--- src/rtl/button_if.sv ---
// Button channel bundle: raw inputs in, conditioned level and event pulses out.
interface button_if #(
  parameter int N_BTN = 2
);
  logic [N_BTN-1:0] btn_in;
  logic [N_BTN-1:0] btn_db;
  logic [N_BTN-1:0] btn_rise;
  logic [N_BTN-1:0] btn_fall;
  logic [N_BTN-1:0] btn_hold;

  modport master (
    output btn_in,
    input  btn_db,
    input  btn_rise,
    input  btn_fall,
    input  btn_hold
  );

  modport slave (
    input  btn_in,
    output btn_db,
    output btn_rise,
    output btn_fall,
    output btn_hold
  );
endinterface

--- src/rtl/button_debouncer.sv ---
// Push-button conditioner: per channel a 2-FF synchroniser followed by a
// counter-based debounce FSM producing a clean level, press/release pulses
// and a one-shot long-press pulse.
//
// state | meaning
// ------+---------------------------------------------------------------
// UP    | released and stable, waiting for the synchronised input to go high
// PCHK  | input high, counting consecutive high cycles before accepting a press
// DOWN  | pressed and stable, hold timer running (saturating)
// RCHK  | input low, counting consecutive low cycles before accepting a release
module button_debouncer #(
  parameter int N_BTN       = 2,
  parameter int DB_CYCLES   = 1000000,
  parameter int HOLD_CYCLES = 100000000
) (
  input logic    clk,
  input logic    rst_n,
  button_if.slave bus
);
  localparam int CW = $clog2(DB_CYCLES);
  localparam int HW = $clog2(HOLD_CYCLES + 1);
  localparam logic [CW-1:0] CNT_ONE   = CW'(1);
  localparam logic [CW-1:0] CNT_LAST  = CW'(DB_CYCLES - 1);
  localparam logic [HW-1:0] HOLD_LAST = HW'(HOLD_CYCLES - 1);
  localparam logic [HW-1:0] HOLD_MAX  = HW'(HOLD_CYCLES);

  typedef enum logic [1:0] {UP, PCHK, DOWN, RCHK} state_t;

  state_t [N_BTN-1:0]          state;
  logic   [N_BTN-1:0][CW-1:0]  cnt;
  logic   [N_BTN-1:0][HW-1:0]  hold_cnt;
  logic   [N_BTN-1:0]          s1, s2;
  logic   [N_BTN-1:0]          db_q, rise_q, fall_q, hold_q;

  // Bring the asynchronous button inputs into the clk domain.
  always_ff @(posedge clk or negedge rst_n) begin
    if (!rst_n) begin
      s1 <= '0;
      s2 <= '0;
    end else begin
      s1 <= bus.btn_in;
      s2 <= s1;
    end
  end

  // Debounce FSM per channel; all outputs are registered, pulses default low.
  always_ff @(posedge clk or negedge rst_n) begin
    if (!rst_n) begin
      for (int i = 0; i < N_BTN; i++) begin
        state[i] <= UP;
      end
      cnt      <= '0;
      hold_cnt <= '0;
      db_q     <= '0;
      rise_q   <= '0;
      fall_q   <= '0;
      hold_q   <= '0;
    end else begin
      rise_q <= '0;
      fall_q <= '0;
      hold_q <= '0;
      for (int i = 0; i < N_BTN; i++) begin
        case (state[i])
          UP: begin
            if (s2[i]) begin
              state[i] <= PCHK;
              cnt[i]   <= CNT_ONE;
            end
          end
          PCHK: begin
            if (!s2[i]) begin
              state[i] <= UP;
              cnt[i]   <= '0;
            end else if (cnt[i] == CNT_LAST) begin
              state[i]    <= DOWN;
              cnt[i]      <= '0;
              hold_cnt[i] <= '0;
              db_q[i]     <= 1'b1;
              rise_q[i]   <= 1'b1;
            end else begin
              cnt[i] <= cnt[i] + 1'b1;
            end
          end
          DOWN: begin
            if (!s2[i]) begin
              state[i] <= RCHK;
              cnt[i]   <= CNT_ONE;
            end else begin
              // Saturation keeps the long-press pulse to one per press.
              if (hold_cnt[i] != HOLD_MAX) begin
                hold_cnt[i] <= hold_cnt[i] + 1'b1;
              end
              if (hold_cnt[i] == HOLD_LAST) begin
                hold_q[i] <= 1'b1;
              end
            end
          end
          RCHK: begin
            if (s2[i]) begin
              state[i] <= DOWN;
              cnt[i]   <= '0;
            end else if (cnt[i] == CNT_LAST) begin
              state[i] <= UP;
              cnt[i]   <= '0;
              db_q[i]  <= 1'b0;
              fall_q[i] <= 1'b1;
            end else begin
              cnt[i] <= cnt[i] + 1'b1;
            end
          end
          default: begin
            state[i] <= UP;
            cnt[i]   <= '0;
          end
        endcase
      end
    end
  end

  assign bus.btn_db   = db_q;
  assign bus.btn_rise = rise_q;
  assign bus.btn_fall = fall_q;
  assign bus.btn_hold = hold_q;
endmodule
--- src/flat_wrapper.sv ---
// flat-port wrapper written by rule: the top's interface ports become plain ports
module button_debouncer_flat 
#(
  parameter int N_BTN       = 2,
  parameter int DB_CYCLES   = 1000000,
  parameter int HOLD_CYCLES = 100000000
)
  (clk, rst_n, bus_btn_in, bus_btn_db, bus_btn_rise, bus_btn_fall, bus_btn_hold);
  button_if #(.N_BTN(N_BTN)) bus_i ();
  input logic clk;
  input logic rst_n;
  input wire logic [$bits(bus_i.btn_in)-1:0] bus_btn_in;
  output wire logic [$bits(bus_i.btn_db)-1:0] bus_btn_db;
  output wire logic [$bits(bus_i.btn_rise)-1:0] bus_btn_rise;
  output wire logic [$bits(bus_i.btn_fall)-1:0] bus_btn_fall;
  output wire logic [$bits(bus_i.btn_hold)-1:0] bus_btn_hold;
  assign bus_i.btn_in = bus_btn_in;
  assign bus_btn_db = bus_i.btn_db;
  assign bus_btn_rise = bus_i.btn_rise;
  assign bus_btn_fall = bus_i.btn_fall;
  assign bus_btn_hold = bus_i.btn_hold;
  button_debouncer #(.N_BTN(N_BTN), .DB_CYCLES(DB_CYCLES), .HOLD_CYCLES(HOLD_CYCLES)) u_core (.clk(clk), .rst_n(rst_n), .bus(bus_i));
endmodule
--- config.mk ---
export PLATFORM = sky130hd
export DESIGN_NAME = button_debouncer_flat
export DESIGN_NICKNAME = d
export VERILOG_FILES = /design/src/rtl/button_if.sv /design/src/rtl/button_debouncer.sv /design/src/flat_wrapper.sv
export SDC_FILE = /design/constraint.sdc
export NUM_CORES = 1
export LEC_CHECK = 0
export ABC_CLOCK_PERIOD_IN_PS = 4270
export BUFFER_PORTS_ARGS = -buffer_cell sky130_fd_sc_hd__buf_2
export CORE_AREA = 2 2 144 146
export DETAILED_ROUTE_END_ITERATION = 8
export DIE_AREA = 0 0 146 148
export PLACE_DENSITY = 0.5
export SYNTH_ARGS = -nofsm -noshare
export SYNTH_HDL_FRONTEND = slang
export SYNTH_SLANG_ARGS = --single-unit
--- constraint.sdc ---
create_clock -name clk -period 4.27 [get_ports clk]
set_input_delay 0.2135 -clock clk [delete_from_list [all_inputs] [get_ports clk]]
set_output_delay 0.2135 -clock clk [all_outputs]
set_load 0.1 [all_outputs]
-- After elaboration in Yosys (flattened, before gate mapping)
Cells that the tools add are included.
- register bits after elaboration: 110
- word-level logic and storage cells: 125
- input port bits: 4
- eq/ne operators: 32
- mux-type cells: 62
- $add $sub $neg: 4
- reductions and logical operators: 14
- operators by type and width (operator ; count):
    2-to-1 mux 27 bit ; 8
    2-to-1 mux 20 bit ; 10
    one-hot mux 20 bit (4 select lines) ; 2
    one-hot mux 27 bit (2 select lines) ; 2
    adder 27 x 1 -> 27 bit (second input constant) ; 2
    == test 27 bit (second input constant) ; 2
    != test 27 bit (second input constant) ; 2
    adder 20 x 1 -> 20 bit (second input constant) ; 2
    == test 20 bit (second input constant) ; 2
    2-to-1 mux 1 bit ; 24
    2-to-1 mux 2 bit ; 12
    != test 2 x 1 -> 1 bit (second input constant) ; 12
    AND reduction 5 bit ; 4
    one-hot mux 2 bit (4 select lines) ; 2
    == test 2 bit (second input constant) ; 4
    != test 2 bit (second input constant) ; 4
    AND reduction 4 bit ; 2
    nonzero test 2 bit ; 4
    != test 3 x 1 -> 1 bit (second input constant) ; 2
    != test 3 bit (second input constant) ; 2
    == test 2 x 1 -> 1 bit (second input constant) ; 2
    logical NOT 2 bit ; 2
    one-hot mux 1 bit (2 select lines) ; 2
    AND reduction 2 bit ; 2

-- Depth between registers and ports, before layout
- depth after elaboration: 4
- mapped depth: 8
- gate-level depth less buffers: 7

-- Worst setup path before layout
No wires, ideal clock.
- path type: register to register
- start: register u_core.cnt[13] (netlist bit)
- end: register u_core.hold_cnt[25] (netlist bit)
- library setup time: 0.125 ns
- period minus slack after synthesis: 2.051 ns
- data required time: 4.145 ns
- cell stages (with the launch flop): 7
- buffers on the path: 1
- arrival: 1.927 ns
- setup slack: 2.219 ns
- cells stage by stage: dfrtp_1 -> or4_4 -> nor4_4 -> and4_1 -> buf_4 -> nor2_1 -> mux2_2
- cells in the longest elaborated chain, start to end: 3
- RTL lines (element ; RTL line ; text):
    from (decl) ; button_debouncer.sv:30 ; logic [N_BTN-1:0][CW-1:0] cnt;
    from (signal, indexed assignment) ; button_debouncer.sv:81 ; cnt[i] <= cnt[i] + 1'b1;
    from (signal, indexed assignment) ; button_debouncer.sv:108 ; cnt[i] <= cnt[i] + 1'b1;
    == test 20 bit ; button_debouncer.sv:74 ; end else if (cnt[i] == CNT_LAST) begin
    != test 2 x 1 -> 1 bit (no line) ; -- ;
    AND reduction 5 bit (no line) ; -- ;
    to (signal, indexed assignment) ; button_debouncer.sv:91 ; hold_cnt[i] <= hold_cnt[i] + 1'b1;
    to (decl) ; button_debouncer.sv:31 ; logic [N_BTN-1:0][HW-1:0] hold_cnt;
Every way passes these cells.
A chain may end at the register's enable or synchronous reset.

-- Worst setup path after layout
- start: register u_core.cnt[0] (netlist bit)
- end: register u_core.cnt[12] (netlist bit)
- cells in the longest elaborated chain, start to end: 4
- RTL lines (element ; RTL line ; text):
    adder 20 x 1 -> 20 bit or == test 20 bit (tied branches) ; -- ;
    2-to-1 mux 20 bit * ; button_debouncer.sv:74, button_debouncer.sv:102 ;
    2-to-1 mux 20 bit, on equally long branches ; button_debouncer.sv:99, button_debouncer.sv:71 ;
    one-hot mux 20 bit (4 select lines) * ; button_debouncer.sv:63 ; case (state[i])
Every way passes the cells marked *; elsewhere a longest branch is shown, timed or not.

==> parameters.txt <==
Parameter                              Value

Run status
  Result of the run    completed

Worst setup path
  Crit path launch type    flip-flop
  Worst Path Max Fanout    23
  Worst path slowest cell    a21oi_2
  Arrival time reported for the critical path endpoint    3.02 ns
  Crit. End Element    flip-flop
  Data required, critical path    4.56 ns
  Cell chain of the critical path    ha_1, nand3_1, and4bb_2, a21oi_2, buf_4, a41oi_1, a31oi_1
  Crit Path Class    reg -> reg
  Crit-path max cell delay    0.79 ns

Clock network
  Resize count post-CTS    0
  TritonCTS Buffers    9
  Clock latency reported for the late side of the worst-skew pair    0.36 ns
  Clock slew at the register clock pins of the worst setup and hold paths    0.08 ns
  Number of setup buffers added after CTS    0
  CTS tree    yes
  Level count of the clock H-tree    3
  Clock tree buffer depth    2
  Clock Root Buffer    clkbuf_16
  Clock Sink Count    110

Drt
  First-iteration detailed-routing DRC count    347
  Wire per inst    14.1 um
  Via-to-Cell Ratio    5.07
  Number of vias after detailed routing    4495
  Number of remaining DRC errors    0
  Wire length after detailed routing    12500 um
  ANT nets after route    0
  Number of detailed-route iterations in the first pass    4

Synthesis
  Instance count of the mapped netlist    607
  Main flop type after synthesis    dfrtp_1
  Cell area after technology mapping    0.00569 sq mm
  Number of flops mapped to enable cells by yosys    0
  Synth unique cells    58
  #FFs+latches synth    110
  Ys Warns    0
  Share of the yosys chip area belonging to registers    0.484
  Net count after synthesis    617
  Proportion of register bits with asynchronous set or reset after synthesis    1.00
  Synthesized area per cell    9.37 sq um

Power and ir drop
  Peak ir drop on the vdd network    0.143 mV
  Static leakage    2.63 nW
  Cell area power density    314 mW/mm^2
  Overall power after layout    0.00198 W

Die
  Total number of placement rows    52
  Die Height    148 um
  Overall die area    0.0216 sq mm
  Area of the core    0.0200 sq mm
  Top Ports    12
  Starting utilization of the core area    0.284
  Floorplan die width    146 um

Cells and area
  Leading cell type in the layout, fill and taps excluded    dfrtp_1
  Area Growth Syn to Fin    10.9%
  Number of cells in the finished layout apart from fillers    886
  Total inserted antenna cells    0
  Final net count    621
  Commonest cells after routing, fill and taps aside    dfrtp_1, nor2_1, nand2_1
  Layout cell share with drive strength beyond 1    0.0698

Run
  Maximum Capacitance Violations    0

Timing
  Max-slew headroom    0.140
  RSZ-0062 raised after global routing    no
  Period Utilization, post-route    0.639
  Maximum operating frequency    366 MHz
  Post-Route Setup TNS    0 ns
  Worst-case clock skew    0.00890 ns
  Min setup slack post-route    1.54 ns
  Hold slack    0.350 ns
  Final slew viol count    0
  Total setup violations reported at the end of the flow    0
  Worst-Margin Slew    1.29 ns
  Number of hold-slack violations in the final timing report    0
  Min cycle time layout    2.73 ns

Placed design
  Placed wire-length estimate    8440 um
  Worst setup slack after placement    1.63 ns
  Placed cell count    867
  Gpl congestion    0.795
  Port bufs    11

GRT
  Global route total overflow    0
  Global-route wire length before repair    21800 um
  Vias in the first global route    4311
  Maximum number of pins on one net before global-route repair    54
  Number of antenna violations at the first check in global routing    0
  GRT Overall Usage    0.123

Hold path
  Hold crit path type    reg -> reg
## state kept, by name, indices dropped and copies added, names as in the netlist, named ones only
| name | cells |
|---|---|
| u_core.bus.btn_fall | 2 |
| u_core.hold_cnt | 54 |
| u_core.state | 2 |
| u_core.cnt | 40 |
| u_core.bus.btn_hold | 2 |
| u_core.s2 | 2 |
| u_core.s1 | 2 |
| u_core.bus.btn_db | 2 |
| u_core.bus.btn_rise | 2 |
## logic make-up (layout without fill, tap and decap cells)
| logic type | count (synthesis) | in the layout | share of synthesized area |
|---|---|---|---|
| compound gates | 107 | 107 | 0.117 |
| xor+xnor | 45 | 45 | 0.0693 |
| fa+ha+maj | 6 | 6 | 0.0132 |
| buf+inv | 42 | 51 | 0.0323 |
| flops | 110 | 110 | 0.484 |
| mux | 7 | 7 | 0.0130 |
| simple gates | 290 | 290 | 0.271 |
## synthesized netlist by cell type (2+ instances only)
cell	instances	area [sq um]
dfrtp_1	110	2750
nor2_1	69	259
nand2_1	55	206
nand3_1	43	215
a21oi_1	29	145
a31oi_1	27	169
nand4_1	26	163
xnor2_1	24	210
nor4_1	22	138
o21ai_0	22	110
xor2_1	21	184
and3_1	16	100
inv_1	15	56.3
clkbuf_1	12	45.0
buf_2	9	45.0
and4_1	8	70.1
nor3_1	8	40.0
and2_1	6	37.5
ha_1	6	75.1
nand2b_1	6	37.5
or3_1	6	37.5
a41oi_1	5	43.8
a22o_1	4	35.0
and4b_1	4	40.0
mux2i_1	4	40.0
nor4b_1	4	35.0
a21o_1	3	22.5
mux2_2	3	33.8
nand3b_1	3	22.5
nor3b_1	3	22.5
o31ai_1	3	22.5
a221o_1	2	20.0
buf_1	2	7.51
buf_4	2	15.0
o211ai_1	2	15.0
## layout make-up
| type | instances | area, sq um |
|---|---|---|
| Inverter | 16 | 60.1 |
| Clock buffer | 11 | 243 |
| Tap cell | 270 | 338 |
| Fill cell | 2115 | 13700 |
| Sequential cell | 110 | 2750 |
| Clock inverter | 5 | 35.0 |
| Multi-Input combinational cell | 455 | 2750 |
| Timing Repair Buffer | 19 | 125 |
## through the flow
step           utilization  instance area [sq um]
2_1_floorplan            -                   5690
3_3_place_gp         0.299                   6000
3_5_place_dp         0.299                   6000
4_1_cts              0.315                   6310
5_1_grt              0.315                   6310
6_report             0.315                   6310
## worst paths after layout
kind | start | cells past startpoint | slack, ns | to
max in group asynchronous | rst_n | 3 | 2.91 | u_core.hold_cnt[19]
setup / recovery | u_core.cnt[0] | 7 | 1.54 | u_core.cnt[12]
setup reg to reg | u_core.cnt[0] | 7 | 1.54 | u_core.cnt[12]
hold reg to reg | u_core.s1[1] | 0 | 0.35 | u_core.s2[1]
hold / removal | u_core.s1[1] | 0 | 0.35 | u_core.s2[1]
min in group asynchronous | rst_n | 2 | 0.46 | u_core.hold_cnt[11]
## critical path, delay by kind of cell (launching register included)
family / cells / cell delay (ns)
adders and majority gates: 1 / 0.25
and+or+nand+nor: 2 / 0.57
AOI/OAI and AO/OA: 3 / 1.08
DFF: 1 / 0.43
buffers and inverters: 1 / 0.32
## layer usage
| metal | track usage | part of all wire | vias up |
|---|---|---|---|
| met5 | 0 | 0 | - |
| met4 | 0.0354 | 0.012 | 0 |
| met3 | 0.0324 | 0.030 | 16 |
| met2 | 0.194 | 0.45 | 46 |
| met1 | 0.168 | 0.50 | 2218 |
| li1 | - | - | 2215 |
## power by group
group / switching, W / internal (W)
Clock: 0.000398 / 0.000413
Sequential: 0.0000254 / 0.00106
Combinational: 0.0000563 / 0.0000274
## repair_timing
action / 4_1_cts / 5_1_grt
hold buffers: 3 / 0
endpoints found under the setup margin: 0 / 0
endpoints found under the hold margin: 53 / 0
Power figures use the tool's default switching activity.
